===== config.mk =====
export PLATFORM = sky130hd
export DESIGN_NAME = ula_md_flat
export DESIGN_NICKNAME = d
export VERILOG_FILES = /design/src/rtl/ula_md_if.sv /design/src/rtl/ula_md.sv /design/src/flat_wrapper.sv
export SDC_FILE = /design/constraint.sdc
export NUM_CORES = 1
export LEC_CHECK = 0
export ABC_AREA = 1
export ABC_CLOCK_PERIOD_IN_PS = 17700
export BUFFER_PORTS_ARGS = -buffer_cell sky130_fd_sc_hd__buf_2
export CAP_MARGIN = 20
export CORE_MARGIN = 2
export CORE_UTILIZATION = 30
export CTS_BUF_LIST = sky130_fd_sc_hd__clkbuf_4 sky130_fd_sc_hd__clkbuf_8
export DETAILED_ROUTE_END_ITERATION = 8
export PLACE_DENSITY = 0.44
export SETUP_SLACK_MARGIN = 0.02
export SLEW_MARGIN = 20
export SYNTH_ARGS = -nofsm -noshare
export SYNTH_HDL_FRONTEND = slang
export SYNTH_SLANG_ARGS = --single-unit

===== constraint.sdc =====
create_clock -name clock -period 17.7 [get_ports clock]
set_input_delay 0.885 -clock clock [delete_from_list [all_inputs] [get_ports clock]]
set_output_delay 0.885 -clock clock [all_outputs]
set_load 0.03 [all_outputs]

===== src/rtl/ula_md_if.sv =====
// ula_md bus: operands and op selects in, ALU result and
// HI/LO mult/div status out.
interface ula_md_if #(
  parameter int WIDTH = 32
);
  logic [WIDTH-1:0] In1;
  logic [WIDTH-1:0] In2;
  logic [3:0]       OP;
  logic [1:0]       md_op;
  logic             md_start;
  logic [WIDTH-1:0] result;
  logic             zero_flag;
  logic [WIDTH-1:0] hi;
  logic [WIDTH-1:0] lo;
  logic             busy;
  logic             done;
  logic             div_by_zero;

  modport master (
    output In1, In2, OP, md_op, md_start,
    input  result, zero_flag, hi, lo,
    input  busy, done, div_by_zero
  );

  modport slave (
    input  In1, In2, OP, md_op, md_start,
    output result, zero_flag, hi, lo,
    output busy, done, div_by_zero
  );
endinterface


===== src/rtl/ula_md.sv =====
// EX-stage ALU with iterative multiply/divide and HI/LO.
// Mult is shift-add, div is restoring, one bit per cycle.
module ula_md #(
  parameter int WIDTH = 32
) (
  input logic     clock,
  input logic     reset,
  ula_md_if.slave bus
);
  localparam int SHW = $clog2(WIDTH);

  typedef enum logic [1:0] {IDLE, RUN, FIX} state_t;

  state_t             state, state_nx;
  logic [2*WIDTH-1:0] acc, acc_nx, prod;
  logic [WIDTH-1:0]   dsr, dvd;
  logic [WIDTH-1:0]   hi_q, lo_q, hi_fx, lo_fx;
  logic [WIDTH-1:0]   res, mag1, mag2;
  logic [SHW-1:0]     cnt, shamt;
  logic [1:0]         op_q;
  logic               neg_q, neg_r, dz;
  logic               done_q, dbz_q;
  logic               s1, s2;
  logic [WIDTH:0]     madd, rsh, rdiff;

  always_comb begin
    shamt = bus.In2[SHW-1:0];
    res   = '0;
    case (bus.OP)
      4'b0000: res = bus.In1 & bus.In2;
      4'b0001: res = bus.In1 | bus.In2;
      4'b0010: res = bus.In1 + bus.In2;
      4'b0011: res = bus.In1 ^ bus.In2;
      4'b0110: res = bus.In1 - bus.In2;
      4'b1100: res = ~(bus.In1 | bus.In2);
      4'b0100,
      4'b1000: res = bus.In1 << shamt;
      4'b0101,
      4'b1001: res = bus.In1 >> shamt;
      4'b1010,
      4'b1101: res = $signed(bus.In1) >>> shamt;
      4'b0111: res = {{(WIDTH-1){1'b0}},
        $signed(bus.In1) < $signed(bus.In2)};
      4'b1111: res = {{(WIDTH-1){1'b0}},
        bus.In1 < bus.In2};
      4'b1011: res = hi_q;
      4'b1110: res = lo_q;
      default: res = '0;
    endcase
  end

  assign bus.result      = res;
  assign bus.zero_flag   = (res == '0);
  assign bus.hi          = hi_q;
  assign bus.lo          = lo_q;
  assign bus.busy        = (state != IDLE);
  assign bus.done        = done_q;
  assign bus.div_by_zero = dbz_q;

  // md_op[0] set means unsigned
  assign s1   = ~bus.md_op[0] & bus.In1[WIDTH-1];
  assign s2   = ~bus.md_op[0] & bus.In2[WIDTH-1];
  assign mag1 = s1 ? -bus.In1 : bus.In1;
  assign mag2 = s2 ? -bus.In2 : bus.In2;

  always_comb begin
    madd = {1'b0, acc[2*WIDTH-1:WIDTH]}
         + (acc[0] ? {1'b0, dsr} : {(WIDTH+1){1'b0}});
    rsh   = {acc[2*WIDTH-1:WIDTH], acc[WIDTH-1]};
    rdiff = rsh - {1'b0, dsr};
    if (op_q[1]) begin
      if (rdiff[WIDTH])
        acc_nx = {rsh[WIDTH-1:0], acc[WIDTH-2:0], 1'b0};
      else
        acc_nx = {rdiff[WIDTH-1:0], acc[WIDTH-2:0], 1'b1};
    end else begin
      acc_nx = {madd, acc[WIDTH-1:1]};
    end
  end

  always_comb begin
    prod  = neg_q ? -acc : acc;
    hi_fx = prod[2*WIDTH-1:WIDTH];
    lo_fx = prod[WIDTH-1:0];
    if (op_q[1]) begin
      lo_fx = neg_q ? -acc[WIDTH-1:0] : acc[WIDTH-1:0];
      hi_fx = neg_r ? -acc[2*WIDTH-1:WIDTH]
                    : acc[2*WIDTH-1:WIDTH];
      if (dz) begin
        lo_fx = '1;
        hi_fx = dvd;
      end
    end
  end

  always_comb begin
    state_nx = state;
    case (state)
      IDLE: if (bus.md_start) state_nx = RUN;
      RUN:  if (cnt == '0) state_nx = FIX;
      FIX:  state_nx = IDLE;
      default: state_nx = IDLE;
    endcase
  end

  always_ff @(posedge clock or posedge reset) begin
    if (reset) begin
      state  <= IDLE;
      acc    <= '0;
      dsr    <= '0;
      dvd    <= '0;
      cnt    <= '0;
      op_q   <= '0;
      neg_q  <= 1'b0;
      neg_r  <= 1'b0;
      dz     <= 1'b0;
      hi_q   <= '0;
      lo_q   <= '0;
      done_q <= 1'b0;
      dbz_q  <= 1'b0;
    end else begin
      state  <= state_nx;
      done_q <= 1'b0;
      case (state)
        IDLE: if (bus.md_start) begin
          acc   <= {{WIDTH{1'b0}}, mag1};
          dsr   <= mag2;
          dvd   <= bus.In1;
          cnt   <= SHW'(WIDTH-1);
          op_q  <= bus.md_op;
          neg_q <= s1 ^ s2;
          neg_r <= s1;
          dz    <= (bus.In2 == '0);
          dbz_q <= 1'b0;
        end
        RUN: begin
          acc <= acc_nx;
          cnt <= cnt - 1'b1;
        end
        FIX: begin
          hi_q   <= hi_fx;
          lo_q   <= lo_fx;
          done_q <= 1'b1;
          if (op_q[1]) dbz_q <= dz;
        end
        default: ;
      endcase
    end
  end
endmodule


===== src/flat_wrapper.sv =====
// flat-port wrapper written by rule: the top's interface ports become plain ports
module ula_md_flat 
#(
  parameter int WIDTH = 32
)
  (clock, reset, bus_In1, bus_In2, bus_OP, bus_md_op, bus_md_start, bus_result, bus_zero_flag, bus_hi, bus_lo, bus_busy, bus_done, bus_div_by_zero);
  ula_md_if #(.WIDTH(WIDTH)) bus_i ();
  input logic clock;
  input logic reset;
  input wire logic [$bits(bus_i.In1)-1:0] bus_In1;
  input wire logic [$bits(bus_i.In2)-1:0] bus_In2;
  input wire logic [$bits(bus_i.OP)-1:0] bus_OP;
  input wire logic [$bits(bus_i.md_op)-1:0] bus_md_op;
  input wire logic [$bits(bus_i.md_start)-1:0] bus_md_start;
  output wire logic [$bits(bus_i.result)-1:0] bus_result;
  output wire logic [$bits(bus_i.zero_flag)-1:0] bus_zero_flag;
  output wire logic [$bits(bus_i.hi)-1:0] bus_hi;
  output wire logic [$bits(bus_i.lo)-1:0] bus_lo;
  output wire logic [$bits(bus_i.busy)-1:0] bus_busy;
  output wire logic [$bits(bus_i.done)-1:0] bus_done;
  output wire logic [$bits(bus_i.div_by_zero)-1:0] bus_div_by_zero;
  assign bus_i.In1 = bus_In1;
  assign bus_i.In2 = bus_In2;
  assign bus_i.OP = bus_OP;
  assign bus_i.md_op = bus_md_op;
  assign bus_i.md_start = bus_md_start;
  assign bus_result = bus_i.result;
  assign bus_zero_flag = bus_i.zero_flag;
  assign bus_hi = bus_i.hi;
  assign bus_lo = bus_i.lo;
  assign bus_busy = bus_i.busy;
  assign bus_done = bus_i.done;
  assign bus_div_by_zero = bus_i.div_by_zero;
  ula_md #(.WIDTH(WIDTH)) u_core (.clock(clock), .reset(reset), .bus(bus_i));
endmodule

==> metrics.sh, run 1 <==
SYNTH_NET_COUNT=5263
ASYNC_FLOP_SHARE_PCT=100
CTS_TREE='yes'
FINAL-SETUP-VIOL-COUNT=0
NUM_IO_PINS=173
POST-ROUTE-PERIOD-UTIL_PCT=33.1
DESIGN.CORE.AREA_UM2=93500
DESIGN.DIE.AREA_UM2=97000
GRT_PASS1_VIAS=32900
POST_DETAILED_ROUTE_VIA_TO_CELL_RATIO=5.58
CP_SLOWEST_CELL='buf_4'
TIGHTESTPINTRANSITION_PS=1220
POSTSYNTHCELLCOUNT=5016
NUMCLOCKSINKS=205
CRIT_PATH_END_KIND='output pin'
POSTCTSSETUPBUFFERS=0
DIE_H_UM=311
AREA_GROWTH_PCT=9.70
LAYOUT_CELL_SHARE_WITH_DRIVE_STRENGTH_BEYOND_1_PCT=7.91
GRT_USE_TOTAL_PCT=33.8
DESIGN.FINAL.NETS=5316
OUTCOME='complete, no violations'
DP.CELLS=6277
FIN_UTIL_PCT=33.3
SYNTH_TOP_FLOP_CELL='dfrtp_1'
CTS_HOLD_BUF=0
AREA_SHARE_OF_THE_LEADING_CELL_TYPE_IN_THE_SYNTHESIZED_NETLIST_PCT=19.6
POST_SYNTH_MOST_FREQUENT_CELLS='nand2_1 (1,480), inv_1 (640), nand3_1 (564)'
PORTION_OF_THE_POST_SYNTHESIS_AREA_USED_BY_SEQUENTIAL_ELEMENTS_PCT=18.1
CLOCK_TREE.ROOT_CELL='clkbuf_8'
WIRE_PER_INST_UM=26.8
TIMING.CRITICAL_PATH.SLOWEST_CELL_DELAY_PS=580
CTS.REPORTEDPATHS.CLKPINSLEW_PS=60
SYNTH-EDFF-COUNT=0
CRITICAL_PATH_DEPTH=23
YOSYS_WARNING_COUNT=0
GP_CONGESTION=1.07
SETUP_TNS_PS=0
CLOCK.FMAX_GHz=0.170
SYNTH_LARGEST_AREA_CELL='nand2_1'
MAX_CAP_VIOL_COUNT=0
RSZ0062_AT_GRT='no'
H-TREE-DEPTH=2
CRIT_REQUIRED_PS=16820
FINALHOLDVIOLCOUNT=0
DP_HPWL_UM=136000
SYN_AVG_CELL_AREA_UM2=5.65
YOSYSMOSTFREQUENTCELL='nand2_1'
TIMING.CRITICAL_PATH.CELLS='buf_2 -> buf_4 -> inv_2 -> buf_4 -> fa_1 -> inv_1 -> nand3_1 -> nand2_1 -> nand2_1 -> nand2_1 -> nand2_1 -> nand2_1 -> nand2_1 -> nand2_1 -> nand2_1 -> nand3_1 -> nand4_1 -> nor2_1 -> nand2_1 -> nor2_1 -> nand2_1 -> nor2_1 -> buf_2'
DIE_WIDTH_UM=311
CRITPATHMAXFANOUT=63
COUNT_OF_NETS_LEFT_WITH_ANTENNA_VIOLATIONS_AFTER_DETAIL_ROUTING=0
DR.PASS1.ITERS=7
BUFFER_PORTS.INSERTED=172
GLOBAL_ROUTE_WIRE_LENGTH_BEFORE_REPAIR_UM=242000
STDCELL_COUNT=6354
START_UTIL_PCT=30.3
HOLD_CLASS='in -> async'
CLOCK_PATH_BUFFERS=3
INITIALDRTVIOLATIONCOUNT=4670
WORSTPATHARRIVAL_PS=4980
CRITICAL_PATH.TOP_DELAY_FAMILY='simple AND/OR/NAND/NOR gates'
OVERFLOW=0
CRITPATHMOSTFREQUENTCELL='nand2_1'
POST_SYNTH_INSTANCE_AREA_UM2=28400
YOSYS_REGISTER_BITS=205
CLOCK_SKEW_PS=14.0
NUM-FILL-CELLS=10800
CTS-BUFFERS-INSERTED=44
DRV_SLEW=0
WORST-PATH-BUF-INV=6
ANTENNA_FOUND_INITIAL=13
SYNTHDISTINCTLIBCELLS=60
CLKLATENCYLATEPIN_PS=630
ROUTE.VIAS.TOTAL=35400
WORST-SETUP-PATH-TYPE='in -> out'
ROUTE.FINAL.WIRE_LENGTH_UM=170000
PIN_COUNT_OF_THE_BIGGEST_NET_ENTERING_GLOBAL_ROUTING=94
YS_TOP_CELLS_BY_AREA='nand2_1 (20%), dfrtp_1 (18%), nand3_1 (10%), inv_1 (8.5%), ha_1 (7.5%)'
TOTAL_LEAKAGE_POWER_uW=0.0159
WORSTREGTOREGCELLS=20
SLEW_MARGIN_REL_PCT=18.1
IRDROPWORSTVDD_mV=0.101
FINAL.MIN_CLOCK_PERIOD_PS=5870
PLACEMENTROWS=112
SETUP_CRIT_START_KIND='input port'
POWER.DENSITY_CELL_AREA_nW_PER_UM2=151
POWER_uW=4690
DRT_DRC_VIOLATIONS_LEFT=0
CTS.REPAIR.RESIZED=0
==> state kept, by name, indices dropped and copies added, names as in the netlist <==
register                cells
u_core.acc                 64
u_core.bus.div_by_zero      1
u_core.bus.done             1
u_core.bus.hi              32
u_core.bus.lo              32
u_core.cnt                  5
u_core.dsr                 32
u_core.dvd                 32
u_core.dz                   1
u_core.neg_q                1
u_core.neg_r                1
u_core.op_q                 1
u_core.state                2
==> placed cells by master (no fill, tap or decap), types with 18 or more instances in the layout <==
master    synthesis  layout
nand2_1        1480    1479
inv_1           640     638
nand3_1         564     564
nor2_1          475     468
o21ai_0         381     381
a21oi_1         284     284
dfrtp_1         205     202
buf_2            60     172
ha_1            170     170
xor2_1           95      95
nand4_1          83      83
nor3_1           60      60
clkbuf_8          0      50
buf_4             6      47
a31oi_1          38      38
o211ai_1         36      36
o22ai_1          30      30
o21ai_1          27      27
a22oi_1          21      21
nor2_2           16      20
nor4_1           19      19
or2_2            19      19
nand2_2          18      18
==> per-stage QoR <==
step	worst slack [ps]	hold slack [ps]	cell area [um2]
4_1_cts	11980	385	31100
3_5_place_dp	12000	469	30200
2_1_floorplan	11220	448	28400
6_report	11830	327	31100
3_3_place_gp	11930	466	30200
5_1_grt	11720	394	31100
==> worst reg2reg max path, cell delays in order (launching register included) <==
cell and delay [ps]:
dfrtp_1 530, inv_1 130, ha_1 210, inv_1 90
fa_1 190, nand2_1 90, o21ai_2 230, nand2_2 90
nand2_2 100, nand2_2 60, nand3_2 90, nand2_2 70
nand2_2 110, nand3_2 110, nand2_2 100, nand2_2 110
nand2_2 800, nand2_1 120, nand3_1 100, nand3_1 150
o21ai_0 140
==> worst paths after layout <==
kind	startpoint	endpoint	slack, ps
worst max-delay path	bus_In2[1]	bus_zero_flag	11830
worst min register to register	u_core.cnt[2]	u_core.cnt[2]	490
worst min-delay path	reset	u_core.dsr[17]	330
max in group asynchronous	reset	u_core.acc[0]	15880
worst max register to register	u_core.acc[31]	u_core.acc[46]	14000
min in group clock	bus_md_op[1]	u_core.op_q[1]	470
==> logic make-up (layout without fill, tap and decap cells) <==
family	count (synthesis)	count (layout)	share of synthesized area, %
buffers and inverters	878	960	12.3
AOI/OAI and AO/OA	880	880	17.1
other	0	2	0
and+or+nand+nor	2776	2776	41.6
xor gates and xnor gates	103	103	3.18
DFF	205	205	18.1
adders and majority gates	174	174	7.78
==> cell type report <==
class	count	area, um2	share of cell area [%]
Antenna cell	2	5.00	0.0161
Multi-Input combinational cell	3933	19800	63.6
Clock buffer	65	801	2.57
Timing Repair Buffer	219	1210	3.90
Inverter	666	2510	8.06
Sequential cell	205	5140	16.5
Clock inverter	10	93.8	0.302
Tap cell	1254	1570	5.04
==> power by group <==
| part | switching, uW | internal [uW] |
|---|---|---|
| clock | 252 | 304 |
| combinational | 2200 | 981 |
| sequential | 309 | 642 |
==> metal layers <==
| layer | GRT usage [%] | up-vias | share of wire (%) |
|---|---|---|---|
| met4 | 14.9 | 4 | 5.3 |
| met1 | 46.8 | 16800 | 43 |
| met5 | 0 | - | 0.016 |
| met2 | 52.4 | 1882 | 43 |
| li1 | - | 16500 | - |
| met3 | 4.34 | 335 | 8.4 |
Power figures use the tool's default switching activity.
==> run 2, diff against run 1 <==
- ABC_AREA: 1 -> 0
- ABC_CLOCK_PERIOD_IN_PS: 17700 -> 5730
- clock period: 17.7 -> 5.73 ns (I/O delays scaled with it)
==> metrics.sh, run 2 <==
DIE_WIDTH_UM=305
CTS.REPORTEDPATHS.CLKPINSLEW_PS=70
POWER.CLOCK.FRACTION_PCT=12.4
CRITPATHMAXFANOUT=15
ASYNC_FLOP_SHARE_PCT=100
TOTAL_LEAKAGE_POWER_uW=0.0127
DIE_H_UM=305
GLOBAL_ROUTE_WIRE_LENGTH_BEFORE_REPAIR_UM=223000
MAX_CAP_VIOL_COUNT=0
NUM-FILL-CELLS=9876
CRIT_PATH_END_KIND='output pin'
HOLD_PATH.STARTPOINT='bus_In1[16]'
LARGEST_REGISTER_FF_COUNT=64
FIN_WORST_HOLD_SLACK_PS=93.5
LARGEST_REGISTER='u_core.acc'
BUFFER_PORTS.INSERTED=172
CTS_TREE='yes'
NUM_IO_PINS=173
GRT_PASS1_VIAS=28900
AREA_SHARE_OF_THE_LEADING_CELL_TYPE_IN_THE_SYNTHESIZED_NETLIST_PCT=18.8
LAYOUT_CELL_SHARE_WITH_DRIVE_STRENGTH_BEYOND_1_PCT=15.2
DRT_DRC_VIOLATIONS_LEFT=0
INTERNAL_POWER_COMPONENT_uW=6200
YS_TOP_CELLS_BY_AREA='dfrtp_1 (19%), ha_1 (7.8%), o21ai_0 (6.5%), a21oi_1 (5.3%), mux2i_1 (5.3%)'
REGAREA_UM2=5140
GRT_USE_TOTAL_PCT=33.0
IRDROPWORSTVDD_mV=0.407
SYNTH-EDFF-COUNT=0
STDCELL_COUNT=4907
ANTENNA_FOUND_INITIAL=13
SETUP.WORST_PATH.START='bus_In1[21]'
POSTCTSSETUPBUFFERS=0
DP_HPWL_UM=123000
POSTSYNTHCELLCOUNT=3627
PORTION_OF_THE_POST_SYNTHESIS_AREA_USED_BY_SEQUENTIAL_ELEMENTS_PCT=18.8
WORST-SETUP-PATH-TYPE='in -> out'
FINAL.MIN_CLOCK_PERIOD_PS=5590
POWER.NET_SWITCHING_uW=6880
YOSYSMOSTFREQUENTCELL='nand2_1'
FINALHOLDVIOLCOUNT=0
OUTCOME='complete, no violations'
H-TREE-DEPTH=2
DESIGN.FINAL.NETS=3947
HOLD_CLASS='in -> reg'
SLEW_MARGIN_REL_PCT=17.5
INITIALDRTVIOLATIONCOUNT=4022
MOST-COMMON-LAYOUT-CELLS='nand2_1 (373), o21ai_0 (352), nor2_1 (318), a21oi_1 (287), dfrtp_1 (202)'
AREA_GROWTH_PCT=11.8
SYN_AVG_CELL_AREA_UM2=7.51
CTS-BUFFERS-INSERTED=40
COUNT_OF_NETS_LEFT_WITH_ANTENNA_VIOLATIONS_AFTER_DETAIL_ROUTING=0
R2R_SETUP_SLACK_PS=1400
PLACEMENT.CELL_AREA_UM2=29600
SETUP_CRIT_START_KIND='input port'
POWER.DENSITY_CELL_AREA_nW_PER_UM2=429
TIGHTESTPINTRANSITION_PS=1240
DRV_SLEW=0
CLOCK_SKEW_PS=28.9
SYNTHDISTINCTLIBCELLS=110
POWER_uW=13100
ROUTE.VIAS.TOTAL=30700
SYNTH_LARGEST_AREA_CELL='dfrtp_1'
YOSYS_REGISTER_BITS=205
AREA_OF_THE_MULTI_INPUT_GATES_UM2=20300
PIN_COUNT_OF_THE_BIGGEST_NET_ENTERING_GLOBAL_ROUTING=130
DP.CELLS=4830
CP_SLOWEST_CELL='ha_1'
WORSTPATHARRIVAL_PS=5310
YOSYS_WARNING_COUNT=0
DR.PASS1.ITERS=6
SEQUENTIALPOWERSHARE_PCT=23.0
START_UTIL_PCT=30.3
CLOCK_TREE.ROOT_CELL='clkbuf_8'
PLACEMENTROWS=110
FINAL_COMMON_CELL='nand2_1'
DESIGN.DIE.AREA_UM2=93300
SYNTH_TOP_FLOP_CELL='dfrtp_1'
SETUP_TNS_PS=0
COMBINATIONALPOWERSHARE_PCT=64.5
POST-ROUTE-CELL-AREA_UM2=30500
NUMCLOCKSINKS=205
TIMING.CRITICAL_PATH.SLOWEST_CELL_DELAY_PS=620
TIMING.CRITICAL_PATH.CELLS='buf_2 -> inv_1 -> ha_1 -> inv_1 -> o21ai_0 -> a221oi_1 -> o211ai_1 -> a221oi_2 -> o311ai_0 -> o32a_1 -> nand4b_1 -> or4_1 -> nor4_2 -> buf_2'
CRIT_REQUIRED_PS=5440
POST_SYNTH_MOST_FREQUENT_CELLS='nand2_1 (374), o21ai_0 (352), nor2_1 (320)'
OVERFLOW=0
CLOCK.FMAX_GHz=0.179
POST_SYNTH_INSTANCE_AREA_UM2=27300
TIMING_ENDPOINT_OF_THE_CRITICAL_PATH='bus_zero_flag'
POST_DETAILED_ROUTE_VIA_TO_CELL_RATIO=6.26
WORSTREGTOREGCELLS=16
RR_ENDPOINT='u_core.acc[35]'
WIRE_PER_INST_UM=32.5
WORSTREG2REGSTART='u_core.acc[31]'
DESIGN.CORE.AREA_UM2=90000
CLOCK_PATH_BUFFERS=3
ROUTE.FINAL.WIRE_LENGTH_UM=159000
SYNTH_NET_COUNT=3874
FINAL-SETUP-VIOL-COUNT=0
CLKLATENCYLATEPIN_PS=610
P_SW_SHARE_PCT=52.6
GP_CONGESTION=1.07
RSZ0062_AT_GRT='no'
POST-ROUTE-PERIOD-UTIL_PCT=97.6
-- run 2: cell types whose count changed after synthesis, moves of 43 or more --
cell,delta
a211oi_1,+46
xnor2_1,+128
inv_1,-488
nand2_1,-1106
nand4_1,-57
mux2i_1,+144
clkbuf_1,+77
mux4_2,+43
mux2_2,+45
nand3_1,-494
nor2_1,-155
-- run 2: layout make-up --
class	count	share of cell area, %
inverters	157	1.95
clock buffers	62	2.57
multi-input cells	2968	66.6
repair buffers	328	6.97
well taps	1176	4.83
diodes	4	0.0328
flip-flops and latches	205	16.9
clock inverters	7	0.222
-- run 2: worst max-delay path: cells and delay by family --
kind	cells	cell delay, ps
AND/OR/NAND/NOR	3	880
AO/OA/AOI/OAI	6	1940
buffers and inverters	4	1560
adder cells (fa/ha/maj)	1	620
-- run 2: logic make-up after synthesis --
family | synth area share (%)
fa+ha+maj | 8.14
simple gates | 19.3
buf+inv | 6.97
xor+xnor | 6.85
flops | 18.8
compound gates | 29.1
mux | 10.8
-- run 2: power groups by stage --
stage               Combinational, uW  Clock, uW  Sequential (uW)
floorplan                        6220          0             2500
global placement                 8330          0             3010
detailed placement               8310          0             3020
CTS                              8360       1670             2990
global route                     9270       1740             3080
finish                           8440       1630             3010
-- run 2: timing repair --
item	in CTS	in global routing
resized for setup	0	1
setup endpoints to repair	0	1
hold buffers	4	0
hold endpoints to repair	130	0
-- run 2: how the worst min path moves through the flow --
stage | cells after the start | slack, ps | to
5_1_grt | 2 | 70 | u_core.neg_q
6_report | 3 | 90 | u_core.dvd[16]
4_1_cts | 3 | 50 | u_core.dvd[16]
3_3_place_gp | 2 | 460 | u_core.dvd[11]
2_1_floorplan | 1 | 380 | u_core.neg_q
3_5_place_dp | 2 | 470 | u_core.dsr[30]
-- run 2: metrics by stage --
step	setup WS, ps	utilization [%]
detailed placement	243	32.9
global placement	336	32.8
floorplan	798	-
global route	57.0	33.9
CTS	210	33.8
finish	136	33.9
-- run 2: layer usage --
metal | wire [um] | vias up | GRT usage [%]
li1 | - | 13500 | -
met1 | 68100 | 14900 | 45.3
met2 | 63600 | 1878 | 46.1
met3 | 16200 | 448 | 8.13
met4 | 11400 | 14 | 20.1
met5 | 116 | - | 0
